--- config.mk ---
export PLATFORM = sky130hd
export DESIGN_NAME = alu_sequencer
export DESIGN_NICKNAME = d
export VERILOG_FILES = /design/src/rtl/alu_seq_pkg.sv /design/src/rtl/alu_seq_decode.sv /design/src/rtl/alu_sequencer.sv
export SDC_FILE = /design/constraint.sdc
export NUM_CORES = 1
export LEC_CHECK = 0
export CAP_MARGIN = 30
export CORE_MARGIN = 2
export CORE_UTILIZATION = 30
export DETAILED_ROUTE_END_ITERATION = 8
export GPL_ROUTABILITY_DRIVEN = 1
export SLEW_MARGIN = 40
export SYNTH_ARGS = -nofsm -noshare
export SYNTH_HDL_FRONTEND = slang
export SYNTH_SLANG_ARGS = --single-unit
--- constraint.sdc ---
create_clock -name clk -period 1.85 [get_ports clk]
set_clock_uncertainty 0.2 [all_clocks]
set_input_delay 0.2775 -clock clk [delete_from_list [all_inputs] [get_ports clk]]
set_output_delay 0.2775 -clock clk [all_outputs]
set_load 0.02 [all_outputs]
--- src/rtl/alu_seq_pkg.sv ---
// +----------------------------------------------------------------------------+
// | alu_seq_pkg : opcodes, sequencer states and ALU control-bit constants.     |
// | Option macro: ALU_SEQ_MUL_EN adds the shift-add multiply states.           |
// | Revision    : 1.0                                                          |
// +----------------------------------------------------------------------------+
`default_nettype none

package alu_seq_pkg;

  typedef enum logic [3:0] {
    OP_ZERO = 4'd0,
    OP_ONE  = 4'd1,
    OP_NEG1 = 4'd2,
    OP_X    = 4'd3,
    OP_Y    = 4'd4,
    OP_NOTX = 4'd5,
    OP_NOTY = 4'd6,
    OP_NEGX = 4'd7,
    OP_ADD  = 4'd8,
    OP_SUB  = 4'd9,
    OP_AND  = 4'd10,
    OP_OR   = 4'd11,
    OP_MUL  = 4'd12
  } op_e;

  typedef enum logic [2:0] {
    ST_IDLE    = 3'd0,
    ST_EXEC    = 3'd1,
    ST_DONE    = 3'd2
`ifdef ALU_SEQ_MUL_EN
    ,
    ST_MUL_ADD = 3'd3,
    ST_MUL_DBL = 3'd4
`endif
  } state_e;

  // Control-bit order is {zx, nx, zy, ny, f, no}.
  localparam logic [5:0] c_ctrl_zero = 6'b101010;
  localparam logic [5:0] c_ctrl_one  = 6'b111111;
  localparam logic [5:0] c_ctrl_neg1 = 6'b111010;
  localparam logic [5:0] c_ctrl_x    = 6'b001100;
  localparam logic [5:0] c_ctrl_y    = 6'b110000;
  localparam logic [5:0] c_ctrl_notx = 6'b001101;
  localparam logic [5:0] c_ctrl_noty = 6'b110001;
  localparam logic [5:0] c_ctrl_negx = 6'b001111;
  localparam logic [5:0] c_ctrl_add  = 6'b000010;
  localparam logic [5:0] c_ctrl_sub  = 6'b010011;
  localparam logic [5:0] c_ctrl_and  = 6'b000000;
  localparam logic [5:0] c_ctrl_or   = 6'b010101;

endpackage

`default_nettype wire

--- src/rtl/alu_seq_decode.sv ---
// +----------------------------------------------------------------------------+
// | alu_seq_decode : combinational opcode to ALU control-bit decoder.          |
// | Option macro   : ALU_SEQ_MUL_EN makes opcode 12 legal (ADD bits).          |
// | Revision       : 1.0                                                       |
// +----------------------------------------------------------------------------+
`default_nettype none

module alu_seq_decode
  import alu_seq_pkg::*;
(
  input  logic [3:0] i_op,
  output logic [5:0] o_ctrl,
  output logic       o_illegal
);

  always_comb begin
    o_ctrl    = c_ctrl_zero;
    o_illegal = 1'b0;
    case (i_op)
      OP_ZERO: o_ctrl = c_ctrl_zero;
      OP_ONE:  o_ctrl = c_ctrl_one;
      OP_NEG1: o_ctrl = c_ctrl_neg1;
      OP_X:    o_ctrl = c_ctrl_x;
      OP_Y:    o_ctrl = c_ctrl_y;
      OP_NOTX: o_ctrl = c_ctrl_notx;
      OP_NOTY: o_ctrl = c_ctrl_noty;
      OP_NEGX: o_ctrl = c_ctrl_negx;
      OP_ADD:  o_ctrl = c_ctrl_add;
      OP_SUB:  o_ctrl = c_ctrl_sub;
      OP_AND:  o_ctrl = c_ctrl_and;
      OP_OR:   o_ctrl = c_ctrl_or;
`ifdef ALU_SEQ_MUL_EN
      OP_MUL:  o_ctrl = c_ctrl_add;
`endif
      default: o_illegal = 1'b1;
    endcase
  end

endmodule

`default_nettype wire

--- src/rtl/alu_sequencer.sv ---
// +----------------------------------------------------------------------------+
// | alu_sequencer : request/response sequencer around an external Hack ALU.    |
// | Option macro  : ALU_SEQ_MUL_EN enables 16-step shift-add multiply (op 12). |
// | Revision      : 1.0                                                        |
// +----------------------------------------------------------------------------+
`default_nettype none

module alu_sequencer
  import alu_seq_pkg::*;
#(
  parameter int WIDTH = 16
) (
  input  logic             clk,
  input  logic             rst,
  input  logic             req_valid,
  output logic             req_ready,
  input  logic [3:0]       req_op,
  input  logic [WIDTH-1:0] req_x,
  input  logic [WIDTH-1:0] req_y,
  output logic             rsp_valid,
  input  logic             rsp_ready,
  output logic [WIDTH-1:0] rsp_data,
  output logic             rsp_zr,
  output logic             rsp_ng,
  output logic             rsp_err,
  output logic [WIDTH-1:0] alu_x,
  output logic [WIDTH-1:0] alu_y,
  output logic             alu_zx,
  output logic             alu_nx,
  output logic             alu_zy,
  output logic             alu_ny,
  output logic             alu_f,
  output logic             alu_no,
  input  logic [WIDTH-1:0] alu_out,
  output logic             busy
);

  state_e           r_state;
  logic             r_req_ready;
  logic             r_rsp_valid;
  logic [WIDTH-1:0] r_rsp_data;
  logic             r_rsp_zr;
  logic             r_rsp_ng;
  logic             r_rsp_err;
  logic [WIDTH-1:0] r_x;
  logic [WIDTH-1:0] r_y;
  logic [5:0]       r_ctrl;
`ifdef ALU_SEQ_MUL_EN
  logic [WIDTH-1:0] r_acc;
  logic [WIDTH-1:0] r_mcand;
  logic [WIDTH-1:0] r_mplier;
  logic [3:0]       r_iter;
`endif

  logic [5:0]       w_dec_ctrl;
  logic             w_dec_illegal;
  logic [WIDTH-1:0] w_alu_x;
  logic [WIDTH-1:0] w_alu_y;
  logic [5:0]       w_ctrl;

  alu_seq_decode u_decode (
    .i_op      (req_op),
    .o_ctrl    (w_dec_ctrl),
    .o_illegal (w_dec_illegal)
  );

  // The ALU is combinational, so its inputs follow the state directly; reset
  // overrides everything to zero without waiting for a clock.
  always_comb begin
    w_alu_x = '0;
    w_alu_y = '0;
    w_ctrl  = c_ctrl_zero;
    case (r_state)
      ST_EXEC: begin
        w_alu_x = r_x;
        w_alu_y = r_y;
        w_ctrl  = r_ctrl;
      end
`ifdef ALU_SEQ_MUL_EN
      ST_MUL_ADD: begin
        w_alu_x = r_acc;
        w_alu_y = r_mcand;
        w_ctrl  = c_ctrl_add;
      end
      ST_MUL_DBL: begin
        w_alu_x = r_mcand;
        w_alu_y = r_mcand;
        w_ctrl  = c_ctrl_add;
      end
`endif
      default: ;
    endcase
    if (rst) begin
      w_alu_x = '0;
      w_alu_y = '0;
      w_ctrl  = 6'b000000;
    end
  end

  always_ff @(posedge clk or posedge rst) begin
    if (rst) begin
      r_state     <= ST_IDLE;
      r_req_ready <= 1'b1;
      r_rsp_valid <= 1'b0;
      r_rsp_data  <= '0;
      r_rsp_zr    <= 1'b0;
      r_rsp_ng    <= 1'b0;
      r_rsp_err   <= 1'b0;
      r_x         <= '0;
      r_y         <= '0;
      r_ctrl      <= '0;
`ifdef ALU_SEQ_MUL_EN
      r_acc       <= '0;
      r_mcand     <= '0;
      r_mplier    <= '0;
      r_iter      <= '0;
`endif
    end else begin
      case (r_state)
        ST_IDLE: begin
          if (req_valid && r_req_ready) begin
            r_req_ready <= 1'b0;
            r_x         <= req_x;
            r_y         <= req_y;
            r_ctrl      <= w_dec_ctrl;
            if (w_dec_illegal) begin
              r_state    <= ST_DONE;
              r_rsp_data <= '0;
              r_rsp_zr   <= 1'b1;
              r_rsp_ng   <= 1'b0;
              r_rsp_err  <= 1'b1;
            end
`ifdef ALU_SEQ_MUL_EN
            else if (req_op == OP_MUL) begin
              r_state  <= ST_MUL_ADD;
              r_acc    <= '0;
              r_mcand  <= req_x;
              r_mplier <= req_y;
              r_iter   <= '0;
            end
`endif
            else begin
              r_state <= ST_EXEC;
            end
          end
        end
        ST_EXEC: begin
          r_state    <= ST_DONE;
          r_rsp_data <= alu_out;
          r_rsp_zr   <= (alu_out == '0);
          r_rsp_ng   <= alu_out[WIDTH-1];
          r_rsp_err  <= 1'b0;
        end
`ifdef ALU_SEQ_MUL_EN
        ST_MUL_ADD: begin
          if (r_mplier[0]) begin
            r_acc <= alu_out;
          end
          r_state <= ST_MUL_DBL;
        end
        ST_MUL_DBL: begin
          r_mcand  <= alu_out;
          r_mplier <= r_mplier >> 1;
          r_iter   <= r_iter + 4'd1;
          if (r_iter == 4'd15) begin
            r_state    <= ST_DONE;
            r_rsp_data <= r_acc;
            r_rsp_zr   <= (r_acc == '0);
            r_rsp_ng   <= r_acc[WIDTH-1];
            r_rsp_err  <= 1'b0;
          end else begin
            r_state <= ST_MUL_ADD;
          end
        end
`endif
        ST_DONE: begin
          // First DONE cycle only raises rsp_valid; the result is already held.
          if (!r_rsp_valid) begin
            r_rsp_valid <= 1'b1;
          end else if (rsp_ready) begin
            r_rsp_valid <= 1'b0;
            r_rsp_data  <= '0;
            r_rsp_zr    <= 1'b0;
            r_rsp_ng    <= 1'b0;
            r_rsp_err   <= 1'b0;
            r_req_ready <= 1'b1;
            r_state     <= ST_IDLE;
          end
        end
        default: begin
          r_state     <= ST_IDLE;
          r_req_ready <= 1'b1;
          r_rsp_valid <= 1'b0;
        end
      endcase
    end
  end

  assign req_ready = r_req_ready;
  assign rsp_valid = r_rsp_valid;
  assign rsp_data  = r_rsp_data;
  assign rsp_zr    = r_rsp_zr;
  assign rsp_ng    = r_rsp_ng;
  assign rsp_err   = r_rsp_err;
  assign busy      = (r_state != ST_IDLE);
  assign alu_x     = w_alu_x;
  assign alu_y     = w_alu_y;
  assign {alu_zx, alu_nx, alu_zy, alu_ny, alu_f, alu_no} = w_ctrl;

endmodule

`default_nettype wire

==> results of run 1 <==
registers in the layout (all words and copies together), names as in the netlist:
| signal | flops |
|---|---|
| rsp_data | 16 |
| r_y | 16 |
| rsp_err | 1 |
| rsp_valid | 1 |
| req_ready | 1 |
| r_state | 2 |
| r_x | 16 |
| rsp_zr | 1 |
| r_ctrl | 6 |
per-layer routing:
metal | vias up | wire length (um) | global-route usage, %
met5 | - | 0 | 0
met4 | 0 | 72 | 5.54
met3 | 7 | 733 | 5.15
met2 | 99 | 3910 | 24.5
met1 | 1277 | 3900 | 21.6
li1 | 1392 | - | -
layout make-up:
cell class / count / area [um^2]
flip-flops and latches: 60 / 1500
repair buffers: 168 / 1780
inverters: 26 / 106
multi-input cells: 229 / 1460
well taps: 133 / 166
fillers: 856 / 4380
clock buffers: 12 / 155
clock inverters: 4 / 47.5
path summary, 6_finish.rpt:
kind | depth (start not counted) | end | start | slack, ns
setup / recovery | 6 | alu_x[6] | r_state[0] | -0.29
hold / removal | 2 | r_y[0] | r_y[0] | 0.27
setup reg to reg | 11 | rsp_data[11] | r_state[1] | -0.22
hold reg to reg | 2 | r_y[0] | r_y[0] | 0.27
max in group asynchronous | 4 | r_x[13] | rst | 0.72
min in group asynchronous | 4 | rsp_data[2] | rst | 0.34
layout by cell type, fill, tap and decap left out, drive strengths merged, types with 3 or more instances in the layout:
cell	count
a21oi	9
and2	35
buf	90
clkbuf	14
clkdlybuf4s50	71
dfrtp	59
dlymetal6s2s	3
ha	7
inv	25
nand2	101
nand2b	5
nand3	19
nor2	6
nor4	3
o21ai	24
synthesized netlist by cell type, drive strengths merged (5+ instances only):
cell type	n	area (um^2)
o21ai	24	120
clkbuf	5	20.0
nand2	101	379
nor2	6	22.5
ha	7	87.6
dfrtp	59	1480
a21oi	9	45.0
nand2b	5	31.3
buf	15	93.8
inv	26	97.6
and2	35	219
nand3	19	95.1
stage by stage:
step                      std cells  utilization, %
final                           632            54.4
after global routing            632            54.4
after CTS                       626            51.7
after detailed placement        598            46.7
after global placement          598            46.7
after floorplan                 335               -
cells by family (layout without fill, tap and decap cells):
| kind of cell | after synthesis | count (layout) |
|---|---|---|
| muxes | 3 | 3 |
| DFF | 60 | 60 |
| AOI/OAI and AO/OA | 45 | 45 |
| buffers and inverters | 46 | 210 |
| and+or+nand+nor | 174 | 174 |
| adders and majority gates | 7 | 7 |
report_power, final:
group | internal [mW] | switching [mW] | total, mW
Combinational | 2.11 | 2.01 | 4.12
Clock | 0.692 | 0.515 | 1.21
Sequential | 1.94 | 0.339 | 2.28
tightest hold or removal path: stages, from the launching register on:
cell and delay, ns:
dfrtp_1 0.33, nand2_1 0.05, nand2_1 0.06
timing repair:
action / CTS / global route
resized for setup: 256 / 79
setup buffers: 8 / 9
gates cloned: 4 / 2
pin swaps: 3 / 9
endpoints found under the setup margin: 95 / 67
==> results.json, run 1 <==
{
  "synth_warnings": 0,
  "timing.final.crit_share_pct": 116,
  "cp.arrival_ns": 1.66,
  "grt-ovfl-total": 0,
  "drc": 0,
  "clk_path_buf_depth": 2,
  "slowest_stage": "dfrtp_1",
  "slowest_delay_ns": 0.43,
  "holdWs_ns": 0.268,
  "placed_area_um2": 4480,
  "worst_pin_slew_ns": 0.393,
  "grt_pass1_vias": 2612,
  "path_class": "flop to output pin",
  "yosys.area_share.adder_pct": 3.00,
  "grt_usage_pct": 16.1,
  "startpoint_type": "flop",
  "fin_nets": 557,
  "drt_iter0_drc": 77,
  "end_kind": "output pin",
  "synth_seq_area_share_pct": 51.4,
  "numCtsBuffers": 9,
  "wirelength_mm": 8.62,
  "synth_top_family_by_area": "simple AND/OR/NAND/NOR gates",
  "synth-xor-area-share_pct": 0,
  "vias_per_cell": 4.39,
  "vdd_ir_drop_max_v": 0.00105,
  "core_area_um2": 9590,
  "violations": "setup timing",
  "syn_nets": 398,
  "min_period_ns": 2.14,
  "dp_hpwl_mm": 5.46,
  "cts_hold_buf": 0,
  "ant_nets": 0,
  "fmax_ghz": 0.467,
  "p_total_mw": 7.61,
  "max-slew-margin-rel_pct": 73.8,
  "clockRootBuffer": "clkbuf_8",
  "row_count": 36,
  "crit_path_cell_trace": "ha_4, nor2b_4, buf_6, buf_12, and2_2, buf_6",
  "crit_path_max_fanout": 9,
  "drv_cap": 0,
  "cpLargestDelayFamily": "flip-flops",
  "timing.setup.tns_ns": -12.41,
  "finalWorstSetupSlack_ns": -0.290,
  "drive_above_1_share_pct": 35.5,
  "status": "finished with violations",
  "grt_max_degree": 33,
  "area_growth_pct": 78.6,
  "required_ns": 1.37,
  "synthArstFlopShare_pct": 100,
  "critPathBufInv": 3,
  "hold_path_class": "flop to flop",
  "clk_pin_slew_ns": 0.07,
  "ys_ff_latch": 60,
  "initial_core_util_pct": 30.5,
  "hold_viol": 0,
  "grt_pass1_wl_mm": 13.1,
  "h-tree-depth": 3,
  "dieArea_um2": 10500,
  "synth_edf_count": 0,
  "vias": 2775,
  "post_synth_num_cell_types": 36,
  "gp_congestion": 0.739,
  "antenna_found_initial": 0,
  "rsz0062_at_grt": "yes",
  "post_synth_and_or_nand_nor_area_fraction_pct": 27.7,
  "cts.sinks": 60,
  "fp.dieW_um": 103,
  "io_buffers": 115,
  "io_pins": 116,
  "final_cell_area_um2": 5220,
  "first_pass_iters": 6,
  "pre_cts_slack_ns": -0.517,
  "synth_area_um2": 2920,
  "drv_slew": 0,
  "synthCells": 335,
  "diodes": 0,
  "synth_mux_area_share_pct": 1.07,
  "clkLatencyLatePin_ns": 0.33,
  "die_y_um": 103,
  "powerDensity_nw_per_um2": 1460,
  "synth-compound-area-share_pct": 9.55,
  "synth_ff_type": "dfrtp_1",
  "drt-wirelength-per-cell_um": 13.6,
  "cts_tree": "done",
  "syn_area_per_cell_um2": 8.72,
  "p_leak_nw": 2.49,
  "setup_viol": 57,
  "path_common_cell": "buf_6"
}
Power figures use the tool's default switching activity.
==> inputs of run 2 (changes only) <==
Settings changed: CAP_MARGIN 30 to default, MAX_ROUTING_LAYER from default to met4.
==> results.json, run 2 (synthesized netlist as in run 1, its figures left out) <==
{
  "status": "finished with violations",
  "violations": "setup timing",
  "final_cell_area_um2": 5220,
  "wirelength_mm": 8.63,
  "numCtsBuffers": 9,
  "gp_congestion": 0.749,
  "vias_per_cell": 4.42,
  "row_count": 36,
  "io_pins": 116,
  "max-slew-margin-rel_pct": 73.8,
  "layout_commonest_cell": "nand2_1",
  "ant_nets": 0,
  "placed_area_um2": 4480,
  "dp_hpwl_mm": 5.46,
  "combPwrFrac_pct": 54.1,
  "timing.setup.tns_ns": -12.47,
  "min_from": "r_y[0]",
  "clk_path_buf_depth": 2,
  "area_growth_pct": 78.6,
  "internal-power_mw": 4.75,
  "clockRootBuffer": "clkbuf_8",
  "holdWs_ns": 0.268,
  "vdd_ir_drop_max_v": 0.00105,
  "timing.final.crit_share_pct": 116,
  "grt_pass1_wl_mm": 13.1,
  "clkPwrFrac_pct": 15.8,
  "h-tree-depth": 3,
  "fp.dieW_um": 103,
  "hold_viol": 0,
  "drt-wirelength-per-cell_um": 13.6,
  "die_y_um": 103,
  "core_area_um2": 9590,
  "clkLatencyLatePin_ns": 0.33,
  "powerDensity_nw_per_um2": 1460,
  "min_period_ns": 2.14,
  "hold_path_class": "flop to flop",
  "holdPathEnd": "r_y[0]",
  "pwr-share-seq_pct": 30.0,
  "drv_cap": 0,
  "dieArea_um2": 10500,
  "p_sw_mw": 2.86,
  "clk_pin_slew_ns": 0.07,
  "p_total_mw": 7.60,
  "final_cell_mix": "101 x nand2_1, 71 x clkdlybuf4s50_1, 59 x dfrtp_1",
  "reg2reg_from": "r_state[1]",
  "grt-ovfl-total": 0,
  "reg2reg_depth": 11,
  "fin_nets": 557,
  "antenna_found_initial": 0,
  "initial_core_util_pct": 30.5,
  "drc": 0,
  "rsz0062_at_grt": "yes",
  "grt_usage_pct": 16.6,
  "p_leak_nw": 2.49,
  "vias": 2794,
  "io_buffers": 115,
  "cts_hold_buf": 0,
  "cts.sinks": 60,
  "hold_depth": 2,
  "diodes": 0,
  "r2r_end": "rsp_data[11]",
  "drv_slew": 0,
  "grt_pass1_vias": 2615,
  "first_pass_iters": 4,
  "drive_above_1_share_pct": 35.5,
  "fmax_ghz": 0.467,
  "end_kind": "output pin",
  "crit_path_max_fanout": 9,
  "required_ns": 1.37,
  "grt_max_degree": 33,
  "startpoint_type": "flop",
  "reg2reg_slack_ns": -0.22,
  "drt_iter0_drc": 79,
  "setup_viol": 57,
  "cts_tree": "done",
  "finalWorstSetupSlack_ns": -0.291,
  "worst_pin_slew_ns": 0.393,
  "path_class": "flop to output pin",
  "pre_cts_slack_ns": -0.517,
  "cp.arrival_ns": 1.66,
  "switching_share_pct": 37.6
}
[run 2: cell counts in the layout (fill, tap and decap cells not counted)]
Identical to the previous run, type by type.
[run 2: power by group through the flow]
stage / registers [mW] / clock network (mW) / logic (mW)
floorplan: 2.48 / 0 / 1.53
global placement: 2.26 / 0 / 3.07
detailed placement: 2.27 / 0 / 3.12
CTS: 2.26 / 1.25 / 3.76
global route: 2.36 / 1.31 / 4.48
finish: 2.28 / 1.20 / 4.12
[run 2: routing by layer]
metal	track usage [%]	up-vias	part of all wire (%)
li1	-	1391	-
met3	4.41	7	8.3
met2	24.5	107	46
met5	-	-	0
met4	5.54	0	0.83
met1	22.1	1289	45
[run 2: critical path: stages (launching register included)]
cell and delay (ns):
dfrtp_1 0.43, ha_4 0.18, nor2b_4 0.13, buf_6 0.14, buf_12 0.13, and2_2 0.19, buf_6 0.13
[run 2: worst max-delay path by stage]
stage | startpoint | to | slack [ns]
after floorplan | r_state[1] | alu_x[0] | 0.01
after global placement | rst | alu_x[6] | -0.47
after detailed placement | rst | alu_x[6] | -0.52
after CTS | r_state[1] | alu_f | -0.31
after global routing | r_state[1] | alu_x[4] | -0.35
final | r_state[0] | alu_x[6] | -0.29
[run 2: timing repair]
item / CTS / global route
cloned: 4 / 2
endpoints found under the setup margin: 95 / 68
resized for setup: 256 / 79
buffers inserted: 8 / 9
pin swaps: 3 / 9
[run 2: metrics by stage]
| stage | std cells | utilization [%] |
|---|---|---|
| after floorplan | 335 | - |
| final | 632 | 54.4 |
| after global routing | 632 | 54.4 |
| after CTS | 626 | 51.7 |
| after global placement | 598 | 46.7 |
| after detailed placement | 598 | 46.7 |
[run 2: cell type report]
cell class	count	area (um^2)
well taps	133	166
repair buffers	168	1780
inverters	26	106
multi-input cells	229	1460
clock buffers	12	155
clock inverters	4	47.5
fillers	856	4380
flip-flops and latches	60	1500
